[src/rtl/uart_tx_fifo_drain_if.sv]
// -----------------------------------------------------------------------------
// uart_tx_fifo_drain_if
// Read-side FIFO handshake between the UART transmit engine and the TX FIFO.
//
// Signals:
//   fifo_empty    FIFO empty flag            (FIFO -> engine)
//   fifo_rd_data  read data, valid the cycle after an accepted pop (FIFO -> engine)
//   fifo_rd_en    single-cycle pop request   (engine -> FIFO)
//
// Modports:
//   master  the transmit engine, which issues pops
//   slave   the FIFO, which answers them
// -----------------------------------------------------------------------------
interface uart_tx_fifo_drain_if #(
   parameter int W_DATA = 8
);
   logic              fifo_empty;
   logic [W_DATA-1:0] fifo_rd_data;
   logic              fifo_rd_en;

   modport master (
      input  fifo_empty,
      input  fifo_rd_data,
      output fifo_rd_en
   );

   modport slave (
      output fifo_empty,
      output fifo_rd_data,
      input  fifo_rd_en
   );
endinterface

[src/rtl/uart_tx_fifo_drain.sv]
// -----------------------------------------------------------------------------
// uart_tx_fifo_drain
// UART transmit engine on the read side of the TX FIFO. It pops one byte at a
// time and sends it as: start bit, W_DATA data bits LSB-first, optional parity
// bit, STOP_BITS stop bits. Bit timing comes from an internal baud counter.
//
// Optional feature: define UART_TX_PARITY_EN to insert a parity bit after the
// data bits (even parity when par_odd_i=0, odd when par_odd_i=1). Without it
// par_odd_i is ignored.
//
// Ports:
//   clk           system clock, rising edge
//   rst           synchronous active-high reset
//   tx_en_i       permits new frames to start; never truncates a running frame
//   par_odd_i     parity sense (only used with UART_TX_PARITY_EN)
//   fifo          FIFO read handshake (master side)
//   tx_o          registered serial line, idles high
//   busy_o        high while a frame is being fetched or sent
//   frame_done_o  one-cycle pulse on the last clk of the final stop bit
// -----------------------------------------------------------------------------
module uart_tx_fifo_drain #(
   parameter int W_DATA       = 8,
   parameter int CLKS_PER_BIT = 868,
   parameter int STOP_BITS    = 1
) (
   input  logic                        clk,
   input  logic                        rst,
   input  logic                        tx_en_i,
   input  logic                        par_odd_i,
   uart_tx_fifo_drain_if.master        fifo,
   output logic                        tx_o,
   output logic                        busy_o,
   output logic                        frame_done_o
);

   localparam int W_CNT = $clog2(CLKS_PER_BIT);
   // One index register serves both the data bits and the stop bits.
   localparam int W_IDX = (W_DATA > 2) ? $clog2(W_DATA) : 1;

   localparam logic [W_CNT-1:0] CNT_LAST  = W_CNT'(CLKS_PER_BIT - 1);
   localparam logic [W_IDX-1:0] DATA_LAST = W_IDX'(W_DATA - 1);
   localparam logic [W_IDX-1:0] STOP_LAST = W_IDX'(STOP_BITS - 1);

`ifdef UART_TX_PARITY_EN
   typedef enum logic [2:0] {
      S_IDLE, S_READ, S_LOAD, S_START, S_DATA, S_PARITY, S_STOP
   } state_e;
`else
   typedef enum logic [2:0] {
      S_IDLE, S_READ, S_LOAD, S_START, S_DATA, S_STOP
   } state_e;
`endif

   state_e            state_q, state_d;
   logic [W_CNT-1:0]  cnt_q, cnt_d;
   logic [W_IDX-1:0]  bit_q, bit_d;
   logic [W_DATA-1:0] shift_q, shift_d;
   logic              tx_q, tx_d;
   logic              busy_q, busy_d;
   logic              rd_en_q, rd_en_d;
   logic              done_q, done_d;
   logic              bit_end;
`ifdef UART_TX_PARITY_EN
   logic              par_q, par_d;
`endif

   assign bit_end = (cnt_q == CNT_LAST);

   always_comb begin
      // NOTE: every variable gets a default before the case so no path leaves
      // one unassigned, which would otherwise infer a latch.
      state_d = state_q;
      cnt_d   = cnt_q + W_CNT'(1);
      bit_d   = bit_q;
      shift_d = shift_q;
`ifdef UART_TX_PARITY_EN
      par_d   = par_q;
`endif

      case (state_q)
         S_IDLE: begin
            cnt_d = '0;
            if (tx_en_i && !fifo.fifo_empty) state_d = S_READ;
         end
         S_READ: begin
            cnt_d   = '0;
            state_d = S_LOAD;
         end
         S_LOAD: begin
            // Read data is valid now, one cycle after the pop.
            cnt_d   = '0;
            bit_d   = '0;
            shift_d = fifo.fifo_rd_data;
`ifdef UART_TX_PARITY_EN
            par_d   = ^fifo.fifo_rd_data;
`endif
            state_d = S_START;
         end
         S_START: begin
            if (bit_end) begin
               cnt_d   = '0;
               bit_d   = '0;
               state_d = S_DATA;
            end
         end
         S_DATA: begin
            if (bit_end) begin
               cnt_d   = '0;
               shift_d = shift_q >> 1;
               if (bit_q == DATA_LAST) begin
                  bit_d   = '0;
`ifdef UART_TX_PARITY_EN
                  state_d = S_PARITY;
`else
                  state_d = S_STOP;
`endif
               end else begin
                  bit_d = bit_q + W_IDX'(1);
               end
            end
         end
`ifdef UART_TX_PARITY_EN
         S_PARITY: begin
            if (bit_end) begin
               cnt_d   = '0;
               bit_d   = '0;
               state_d = S_STOP;
            end
         end
`endif
         S_STOP: begin
            if (bit_end) begin
               cnt_d = '0;
               if (bit_q == STOP_LAST) begin
                  bit_d   = '0;
                  state_d = S_IDLE;
               end else begin
                  bit_d = bit_q + W_IDX'(1);
               end
            end
         end
         default: begin
            cnt_d   = '0;
            bit_d   = '0;
            state_d = S_IDLE;
         end
      endcase

      // Outputs are decoded from the next state and registered alongside it,
      // so they line up exactly with the state and never glitch.
      tx_d = 1'b1;
      case (state_d)
         S_START:  tx_d = 1'b0;
         S_DATA:   tx_d = shift_d[0];
`ifdef UART_TX_PARITY_EN
         S_PARITY: tx_d = par_d ^ par_odd_i;
`endif
         default:  tx_d = 1'b1;
      endcase
      busy_d  = (state_d != S_IDLE);
      rd_en_d = (state_d == S_READ);
      done_d  = (state_d == S_STOP) && (cnt_d == CNT_LAST) && (bit_d == STOP_LAST);
   end

   always_ff @(posedge clk) begin
      // NOTE: state registers use non-blocking assignment so every register
      // samples the pre-edge values regardless of statement order.
      if (rst) begin
         state_q <= S_IDLE;
         cnt_q   <= '0;
         bit_q   <= '0;
         shift_q <= '0;
         tx_q    <= 1'b1;
         busy_q  <= 1'b0;
         rd_en_q <= 1'b0;
         done_q  <= 1'b0;
`ifdef UART_TX_PARITY_EN
         par_q   <= 1'b0;
`endif
      end else begin
         state_q <= state_d;
         cnt_q   <= cnt_d;
         bit_q   <= bit_d;
         shift_q <= shift_d;
         tx_q    <= tx_d;
         busy_q  <= busy_d;
         rd_en_q <= rd_en_d;
         done_q  <= done_d;
`ifdef UART_TX_PARITY_EN
         par_q   <= par_d;
`endif
      end
   end

   assign fifo.fifo_rd_en = rd_en_q;
   assign tx_o            = tx_q;
   assign busy_o          = busy_q;
   assign frame_done_o    = done_q;

endmodule

[src/flat_wrapper.sv]
// flat-port wrapper written by rule: the top's interface ports become plain ports
module uart_tx_fifo_drain_flat 
#(
   parameter int W_DATA       = 8,
   parameter int CLKS_PER_BIT = 868,
   parameter int STOP_BITS    = 1
)
  (clk, rst, tx_en_i, par_odd_i, tx_o, busy_o, frame_done_o, fifo_fifo_empty, fifo_fifo_rd_data, fifo_fifo_rd_en);
  uart_tx_fifo_drain_if #(.W_DATA(W_DATA)) fifo_i ();
  input  logic clk;
  input  logic rst;
  input  logic tx_en_i;
  input  logic par_odd_i;
  output logic tx_o;
  output logic busy_o;
  output logic frame_done_o;
  input wire logic [$bits(fifo_i.fifo_empty)-1:0] fifo_fifo_empty;
  input wire logic [$bits(fifo_i.fifo_rd_data)-1:0] fifo_fifo_rd_data;
  output wire logic [$bits(fifo_i.fifo_rd_en)-1:0] fifo_fifo_rd_en;
  assign fifo_i.fifo_empty = fifo_fifo_empty;
  assign fifo_i.fifo_rd_data = fifo_fifo_rd_data;
  assign fifo_fifo_rd_en = fifo_i.fifo_rd_en;
  uart_tx_fifo_drain #(.W_DATA(W_DATA), .CLKS_PER_BIT(CLKS_PER_BIT), .STOP_BITS(STOP_BITS)) u_core (.clk(clk), .rst(rst), .tx_en_i(tx_en_i), .par_odd_i(par_odd_i), .fifo(fifo_i), .tx_o(tx_o), .busy_o(busy_o), .frame_done_o(frame_done_o));
endmodule
[config.mk]
export PLATFORM = sky130hd
export DESIGN_NAME = uart_tx_fifo_drain_flat
export DESIGN_NICKNAME = d
export VERILOG_FILES = /design/src/rtl/uart_tx_fifo_drain_if.sv /design/src/rtl/uart_tx_fifo_drain.sv /design/src/flat_wrapper.sv
export SDC_FILE = /design/constraint.sdc
export NUM_CORES = 1
export LEC_CHECK = 0
export BUFFER_PORTS_ARGS = -buffer_cell sky130_fd_sc_hd__buf_2
export CELL_PAD_IN_SITES_DETAIL_PLACEMENT = 1
export CELL_PAD_IN_SITES_GLOBAL_PLACEMENT = 1
export CORE_ASPECT_RATIO = 0.7
export CORE_MARGIN = 2
export CORE_UTILIZATION = 43
export CTS_CLUSTER_DIAMETER = 80
export CTS_CLUSTER_SIZE = 30
export DETAILED_ROUTE_END_ITERATION = 7
export PLACE_DENSITY_LB_ADDON = 0.1
export SYNTH_ARGS = -nofsm -noshare
export SYNTH_HDL_FRONTEND = slang
export SYNTH_SLANG_ARGS = --single-unit
[constraint.sdc]
create_clock -name clk -period 2.7 [get_ports clk]
set_input_delay 0.54 -clock clk [delete_from_list [all_inputs] [get_ports clk]]
set_output_delay 0.54 -clock clk [all_outputs]
set_load 0.02 [all_outputs]
==> flow_summary.ini, run 1 <==
[synthesis]
synth_flop_cell = dfxtp_1
yosys.cell_types.count = 48
synth_edf_count = 0
synth_cells = 155
ys_warn_count = 0
yosysSeqAreaShare_pct = 40.7
yosys.area.top_type = dfxtp_1
syn_area_per_cell_sq_um = 8.90
netlist_area_sq_um = 1380
ys_top_cells_by_area = dfxtp_1, a21oi_1, nor2_1
async_flop_share_pct = 0
syn-num-nets = 172
yosys.area.top_type_share_pct = 40.7
synth_seq_cells = 28

[final_layout]
final_nets = 190
fill_cells = 367
final-seq-area_sq_um = 561
syn2layout_area_growth_pct = 14.0
drive_gt1_share_pct = 16.9
diodes = 0
multi_input_area_sq_um = 757

[floorplan]
start_util_pct = 44.4
io_pins = 17
row_count = 17
core-area_sq_um = 3110
die_y_um = 51.4
dieArea_sq_um = 3680
die_w_um = 71.7

[sta]
setup-tns-final_ps = 0
maxSlewViolCount = 0
slew_headroom_pct = 49.9
skew_ps = 12.7
rsz0062_at_grt = no
max_freq_mhz = 435
setup_viol = 0
tightestPinTransition_ps = 739
hold_viol = 0
period_needed_ps = 2300
period_share_pct = 85.1

[clock_tree]
cts_hold_buf = 0
htreeDepth = 1
postCtsSetupRepairBufs = 0
cts_sinks = 28
tritoncts = built
insertion_delay_ps = 280
cts_root_buf = clkbuf_8
cts.repair.resized = 0
cts.clk_slew.worst_paths_ps = 100
cts_buffers = 3
cts.path.max_buffers = 2

[critical_path]
cp.arrival_ps = 2490
r2r-end = u_core.frame_done_o
required_ps = 2890
worstSetupEndpointType = register
ff2ff_setup_slack_ps = 400
critPathMaxFanout = 9
cp_cell_sequence = ha_1, nand3b_2, nor3_4, or3_1, or4b_1, nor4_2
critPathMaxStageDelay_ps = 600
path_buf_inv = 0
reg2reg_depth = 6
critPathLaunchType = register
rr_startpoint = u_core.cnt_q[0]
slowest_stage = or4b_1
path_class = register to register
crit_family = simple AND/OR/NAND/NOR gates

[detailed_routing]
drc = 0
dr.pass1.iters = 4
vias = 1179
dr_wl_met2_um = 1520
viasPerCell = 5.61
routed_wl_um = 3270
post_drt_wl_per_cell_um = 15.6
wl_met1_um = 1620
topRoutingLayerUsed = met4
drtAntennaViolNets = 0
route.met3.wl_um = 93
drt-initial-drc-count = 55

[global_route]
antenna_found_initial = 0
grt_usage_pct = 20.2
grt_pass1_vias = 1173
grt_pass1_wl_um = 5750
grt_max_degree = 21
overflow = 0

[worst_hold_path]
hold_class = register to register
hp-start = u_core.shift_q[1]
min_to = u_core.shift_q[1]
hold_depth = 2

[flow_run]
cap_viol_max_count = 0

[power]
powerDensity_nw_per_um2 = 507
ir_worst_vdd_mv = 0.309
p_leak_nw = 0.583
power_mw = 0.796

[place]
hpwl_um = 2360
place.gp.congestion = 0.805
io_buffer_count = 15

[status]
status = finished, final reports clean
[cells by family after synthesis]
kind of cell | count (synthesis) | synth area share, %
AND/OR/NAND/NOR | 65 | 28.9
AO/OA/AOI/OAI | 36 | 17.3
flip-flops | 28 | 40.7
buffers and inverters | 14 | 4.45
XOR/XNOR | 8 | 5.08
adder cells (fa/ha/maj) | 4 | 3.63
[worst reg2reg max path, delay by kind of cell (launching register included)]
kind,cells,cell delay (ps)
fa+ha+maj,1,260
flops,1,370
simple gates,5,1590
[power breakdown]
group | internal [mW] | total, mW | switching, mW | leakage (nW)
logic | 0.0164 | 0.0382 | 0.0218 | 0.321
registers | 0.419 | 0.424 | 0.00498 | 0.226
clock network | 0.199 | 0.334 | 0.135 | 0.0357
total | 0.634 | 0.796 | 0.162 | 0.583
[sequential cells by signal, indices dropped and copies added, names as in the netlist]
register and cells:
u_core.frame_done_o 1, u_core.cnt_q 10, u_core.shift_q 8, u_core.busy_o 1
u_core.bit_q 3, u_core.state_q 3, u_core.tx_o 1, u_core.fifo.fifo_rd_en 1
[final cells by class]
class                           instances  area share [%]
Inverter                                8            1.91
Clock buffer                            3            2.63
Sequential cell                        28            35.7
Timing Repair Buffer                   19            6.69
Multi-Input combinational cell        113            48.2
Tap cell                               38            3.03
Clock inverter                          1            1.91
[routing by layer]
layer | track usage, % | vias up
li1 | - | 593
met1 | 26.6 | 569
met2 | 31.8 | 13
met3 | 5.92 | 4
met4 | 6.92 | 0
met5 | 0 | -
[cell usage in the layout, fill, tap and decap left out, types with 2 or more instances in the layout]
cell,synthesis,final
inv_1,8,8
and3_1,3,3
a22oi_1,6,6
buf_4,0,4
nand2b_1,4,4
nor2b_1,4,4
clkbuf_8,0,3
nand3b_1,3,3
nor2_1,16,16
nor4_1,2,2
xnor2_1,6,6
nand3_1,6,6
nor3_1,2,2
nand2_1,9,9
ha_1,4,4
buf_2,1,15
dfxtp_1,28,28
o21ai_0,4,4
a21oi_1,12,12
xor2_1,2,2
or4_1,2,2
a31oi_1,2,2
[worst max path at each step]
stage | start | to | slack (ps) | depth (start not counted)
floorplan | u_core.cnt_q[0] | u_core.frame_done_o | 700 | 6
global placement | u_core.cnt_q[0] | u_core.frame_done_o | 530 | 6
detailed placement | u_core.cnt_q[7] | u_core.frame_done_o | 460 | 5
CTS | u_core.cnt_q[7] | u_core.frame_done_o | 400 | 5
global route | u_core.cnt_q[7] | u_core.frame_done_o | 300 | 5
finish | u_core.cnt_q[0] | u_core.frame_done_o | 400 | 6
[per-stage QoR]
stage / hold slack (ps) / instance area, sq um / std cells / util [%] / setup WS [ps]
final: 480 / 1570 / 210 / 50.6 / 403
after global routing: 499 / 1570 / 210 / 50.6 / 304
after CTS: 479 / 1570 / 210 / 50.6 / 396
after detailed placement: 458 / 1500 / 206 / 48.3 / 457
after global placement: 442 / 1500 / 206 / 48.3 / 528
after floorplan: 436 / 1380 / 155 / - / 699
[synthesized netlist by cell type (all sizes together) (3+ instances only)]
master and number:
ha 4, inv 8, nor4 4, o21ai 5, nor2 16, nand2 9, a22oi 6, nand2b 4
nor3 3, dfxtp 28, nand3b 4, and3 3, clkbuf 4, a21oi 12, nand3 6, xnor2 6
nor2b 4
Note: power is estimated with default switching activity, not from simulation.
==> run 2: changes to the inputs <==
- BUFFER_PORTS_ARGS: -buffer_cell sky130_fd_sc_hd__buf_2 -> -buffer_cell sky130_fd_sc_hd__buf_4
- TNS_END_PERCENT: unset -> 20
==> run 2 against run 1 <==
Effect of this change: sequential share of layout area down 0.48 points; cell count did not move; flip-flop and latch count stayed put; core utilization is 0.68 points higher; die area stayed put; worst hold slack lost 10 ps; register-to-register slack better by 30 ps; total power is 8.5% lower.
==> flow_summary.ini, run 2 (synthesized netlist as in run 1, its figures left out) <==
[status]
status = finished, final reports clean

[clock_tree]
cts.clk_slew.worst_paths_ps = 100
cts.path.max_buffers = 2
cts_buffers = 3
postCtsSetupRepairBufs = 0
insertion_delay_ps = 270
cts_hold_buf = 0
cts_root_buf = clkbuf_8
cts_sinks = 28
tritoncts = built
htreeDepth = 1
cts.repair.resized = 0

[critical_path]
path_class = register to register
cp.arrival_ps = 2450
required_ps = 2890
critPathLaunchType = register
critPathMaxFanout = 6
worstSetupEndpointType = register

[floorplan]
dieArea_sq_um = 3680
die_y_um = 51.4
die_w_um = 71.7
io_pins = 17
start_util_pct = 44.4
core-area_sq_um = 3110
row_count = 17

[place]
place.gp.congestion = 0.815
hpwl_um = 2410
io_buffer_count = 15
pre_cts_slack_ps = 493
place_inst = 206

[detailed_routing]
drtAntennaViolNets = 0
post_drt_wl_per_cell_um = 15.7
drc = 0
vias = 1182
drt-initial-drc-count = 54
routed_wl_um = 3300
viasPerCell = 5.63
dr.pass1.iters = 4

[final_layout]
largest_registers = u_core.cnt_q: 10 flops, u_core.shift_q: 8 flops
final_common_cell = dfxtp_1
largest_reg_flops = 10
fill_cells = 373
syn2layout_area_growth_pct = 15.5
final_nets = 190
diodes = 0
stdcell_count = 210
largest-register = u_core.cnt_q
final_cell_mix = dfxtp_1, buf_4, nor2_1
drive_gt1_share_pct = 16.9

[sta]
setup-tns-final_ps = 0
tightestPinTransition_ps = 764
period_needed_ps = 2270
fin_ws_ps = 433
max_freq_mhz = 441
skew_ps = 4.12
setup_viol = 0
period_share_pct = 83.9
rsz0062_at_grt = no
maxSlewViolCount = 0
slew_headroom_pct = 48.3
hold_viol = 0

[global_route]
grt_usage_pct = 19.1
grt_pass1_wl_um = 5460
grt_pass1_vias = 1156
overflow = 0
antenna_found_initial = 0
grt_max_degree = 21

[worst_hold_path]
hold_class = register to register

[flow_run]
cap_viol_max_count = 0

[power]
p_leak_nw = 0.587
power_mw = 0.728
powerDensity_nw_per_um2 = 457
ir_worst_vdd_mv = 0.233
[run 2: report_power, final]
part	internal, mW	switching (mW)	leakage [nW]
clock	0.131	0.130	0.0288
sequential	0.419	0.00492	0.226
combinational	0.0218	0.0221	0.332
[run 2: stage by stage]
stage                     instance area (sq um)  utilization (%)  hold slack [ps]
final                                      1590             51.3              470
after global routing                       1590             51.3              503
after CTS                                  1590             51.3              471
after detailed placement                   1540             49.5              457
after global placement                     1540             49.5              443
after floorplan                            1380                -              436
[run 2: path summary, 6_finish.rpt]
kind / start / to / slack (ps) / depth (start not counted)
setup / recovery: u_core.cnt_q[0] / u_core.frame_done_o / 430 / 6
hold / removal: u_core.shift_q[5] / u_core.shift_q[5] / 470 / 2
setup reg to reg: u_core.cnt_q[0] / u_core.frame_done_o / 430 / 6
hold reg to reg: u_core.shift_q[5] / u_core.shift_q[5] / 470 / 2
[run 2: worst max-delay path, cell delays in order, from the launching register on]
cell	delay (ps)
dfxtp_1	430
ha_1	250
nand3b_2	210
o221a_2	290
nor4_1	220
or4b_1	520
nor4_2	270
[run 2: per-layer routing]
| layer | track usage (%) | vias to the layer above | routed length [um] |
|---|---|---|---|
| li1 | - | 595 | - |
| met1 | 25.4 | 571 | 1660 |
| met2 | 31.8 | 12 | 1530 |
| met3 | 4.14 | 4 | 66 |
| met4 | 4.72 | 0 | 42 |
| met5 | 0 | - | 0 |
[run 2: layout make-up]
| cell class | instances | area, sq um | share of cell area [%] |
|---|---|---|---|
| clock buffer | 4 | 55.1 | 3.46 |
| inverter | 8 | 30.0 | 1.89 |
| sequential | 28 | 561 | 35.2 |
| timing repair buffer | 19 | 143 | 8.96 |
| multi-input combinational | 113 | 757 | 47.5 |
| tap | 38 | 47.5 | 2.99 |
==> run 3: changes to the inputs <==
- clock period: 2.7 -> 2.22 ns (I/O delays scaled with it)
==> run 3 against run 2 <==
Effect of this change: sequential share of layout area down 1.3 points; non-clock buffer count up 6; register-to-register slack worse by 320 ps; sequential power up 21%; cell count up 2.9%; via count up 0.34%.
==> flow_summary.ini, run 3 (synthesized netlist as in run 1, its figures left out) <==
[status]
status = finished, final reports clean

[global_route]
met1_usage_pct = 25.2
antenna_found_initial = 0
grt.busiest_layer = met2
grt_use_met3_pct = 4.14
grt_usage_pct = 19.3
grt_pass1_vias = 1211
grt_pass1_wl_um = 5620
met2_usage_pct = 33.0
grt_max_degree = 20
overflow = 0

[critical_path]
critPathLaunchType = register
required_ps = 2400
ff2ff_setup_slack_ps = 110
rr_startpoint = u_core.cnt_q[0]
crit_end = u_core.frame_done_o
worstSetupEndpointType = register
cp.arrival_ps = 2300
critPathMaxFanout = 5
crit_start = u_core.cnt_q[0]
path_class = register to register
r2r-end = u_core.frame_done_o
reg2reg_depth = 6

[detailed_routing]
routed_wl_um = 3230
dr.pass1.iters = 4
post_drt_wl_per_cell_um = 14.9
vias = 1186
drtAntennaViolNets = 0
viasPerCell = 5.49
drt-initial-drc-count = 47
drc = 0

[power]
p_leak_nw = 0.622
p_sw_mw = 0.197
p_seq_share_pct = 52.7
clockPowerShare_pct = 41.6
intPower_mw = 0.780
swShare_pct = 20.2
power_mw = 0.977
ir_worst_vdd_mv = 0.304
power_frac_comb_pct = 5.8
powerDensity_nw_per_um2 = 588

[place]
place_inst = 212
io_buffer_count = 15
hpwl_um = 2370
place.gp.congestion = 0.850
pre_cts_slack_ps = 129
detailed_place.area_sq_um = 1580

[final_layout]
final_cell_mix = dfxtp_1, buf_4, nor2_1
stdcell_area_sq_um = 1660
stdcell_count = 216
diodes = 0
fill_cells = 364
largest_reg_flops = 10
final_common_cell = dfxtp_1
final_nets = 196
drive_gt1_share_pct = 21.9
utilization_pct = 53.5
largest-register = u_core.cnt_q
syn2layout_area_growth_pct = 20.5
largest_registers = u_core.cnt_q: 10 flops, u_core.shift_q: 8 flops

[clock_tree]
cts_hold_buf = 0
cts_sinks = 28
cts.path.max_buffers = 2
cts_buffers = 3
tritoncts = built
htreeDepth = 1
insertion_delay_ps = 280
cts.clk_slew.worst_paths_ps = 100
cts_root_buf = clkbuf_8

[sta]
slew_headroom_pct = 51.5
setup-tns-final_ps = 0
maxSlewViolCount = 0
fin_ws_ps = 109
max_freq_mhz = 474
tightestPinTransition_ps = 725
skew_ps = 8.55
rsz0062_at_grt = no
period_share_pct = 95.1
hold_viol = 0
holdWs_ps = 429
period_needed_ps = 2110
setup_viol = 0

[floorplan]
core-area_sq_um = 3110
io_pins = 17
row_count = 17
die_y_um = 51.4
start_util_pct = 44.4
die_w_um = 71.7
dieArea_sq_um = 3680

[worst_hold_path]
hold_class = primary input to register

[flow_run]
cap_viol_max_count = 0
-- run 3: worst min path at each step --
stage                          from                 to  slack (ps)  cells after the start
6_report       fifo_fifo_rd_data[7]  u_core.shift_q[7]         430                      3
5_1_grt        fifo_fifo_rd_data[7]  u_core.shift_q[7]         460                      3
4_1_cts        fifo_fifo_rd_data[7]  u_core.shift_q[7]         420                      3
3_5_place_dp      u_core.shift_q[4]  u_core.shift_q[4]         450                      2
3_3_place_gp      u_core.shift_q[5]  u_core.shift_q[5]         440                      2
2_1_floorplan     u_core.shift_q[2]  u_core.shift_q[2]         440                      2
-- run 3: final cells by class --
cell class | count | area, sq um | share of cell area (%)
multi-input cells | 113 | 762 | 45.9
flip-flops and latches | 28 | 563 | 33.9
repair buffers | 25 | 188 | 11.3
well taps | 38 | 47.5 | 2.86
clock buffers | 3 | 41.3 | 2.48
clock inverters | 1 | 30.0 | 1.81
inverters | 8 | 30.0 | 1.81
-- run 3: power by group through the flow --
| stage | registers (mW) | logic, mW | clock network [mW] |
|---|---|---|---|
| global placement | 0.525 | 0.0550 | 0 |
| floorplan | 0.527 | 0.0259 | 0 |
| global route | 0.516 | 0.0629 | 0.435 |
| detailed placement | 0.526 | 0.0570 | 0 |
| finish | 0.514 | 0.0565 | 0.406 |
| CTS | 0.514 | 0.0573 | 0.410 |
-- run 3: worst max-delay path, stage by stage, from the launching register on --
cell and delay [ps]:
dfxtp_2 360, ha_1 250, nand3b_2 150, nor3_4 50, or3_1 360, or4b_1 580
nor4_2 280
-- run 3: per-layer routing --
layer	part of all wire, %	vias up
met5	0	-
met2	47	11
met1	50	571
met4	0.96	0
li1	-	600
met3	2.0	4
-- run 3: what timing repair did --
item,4_1_cts,5_1_grt
resized for setup,0,4
setup endpoints to repair,0,1
buffers inserted,0,0
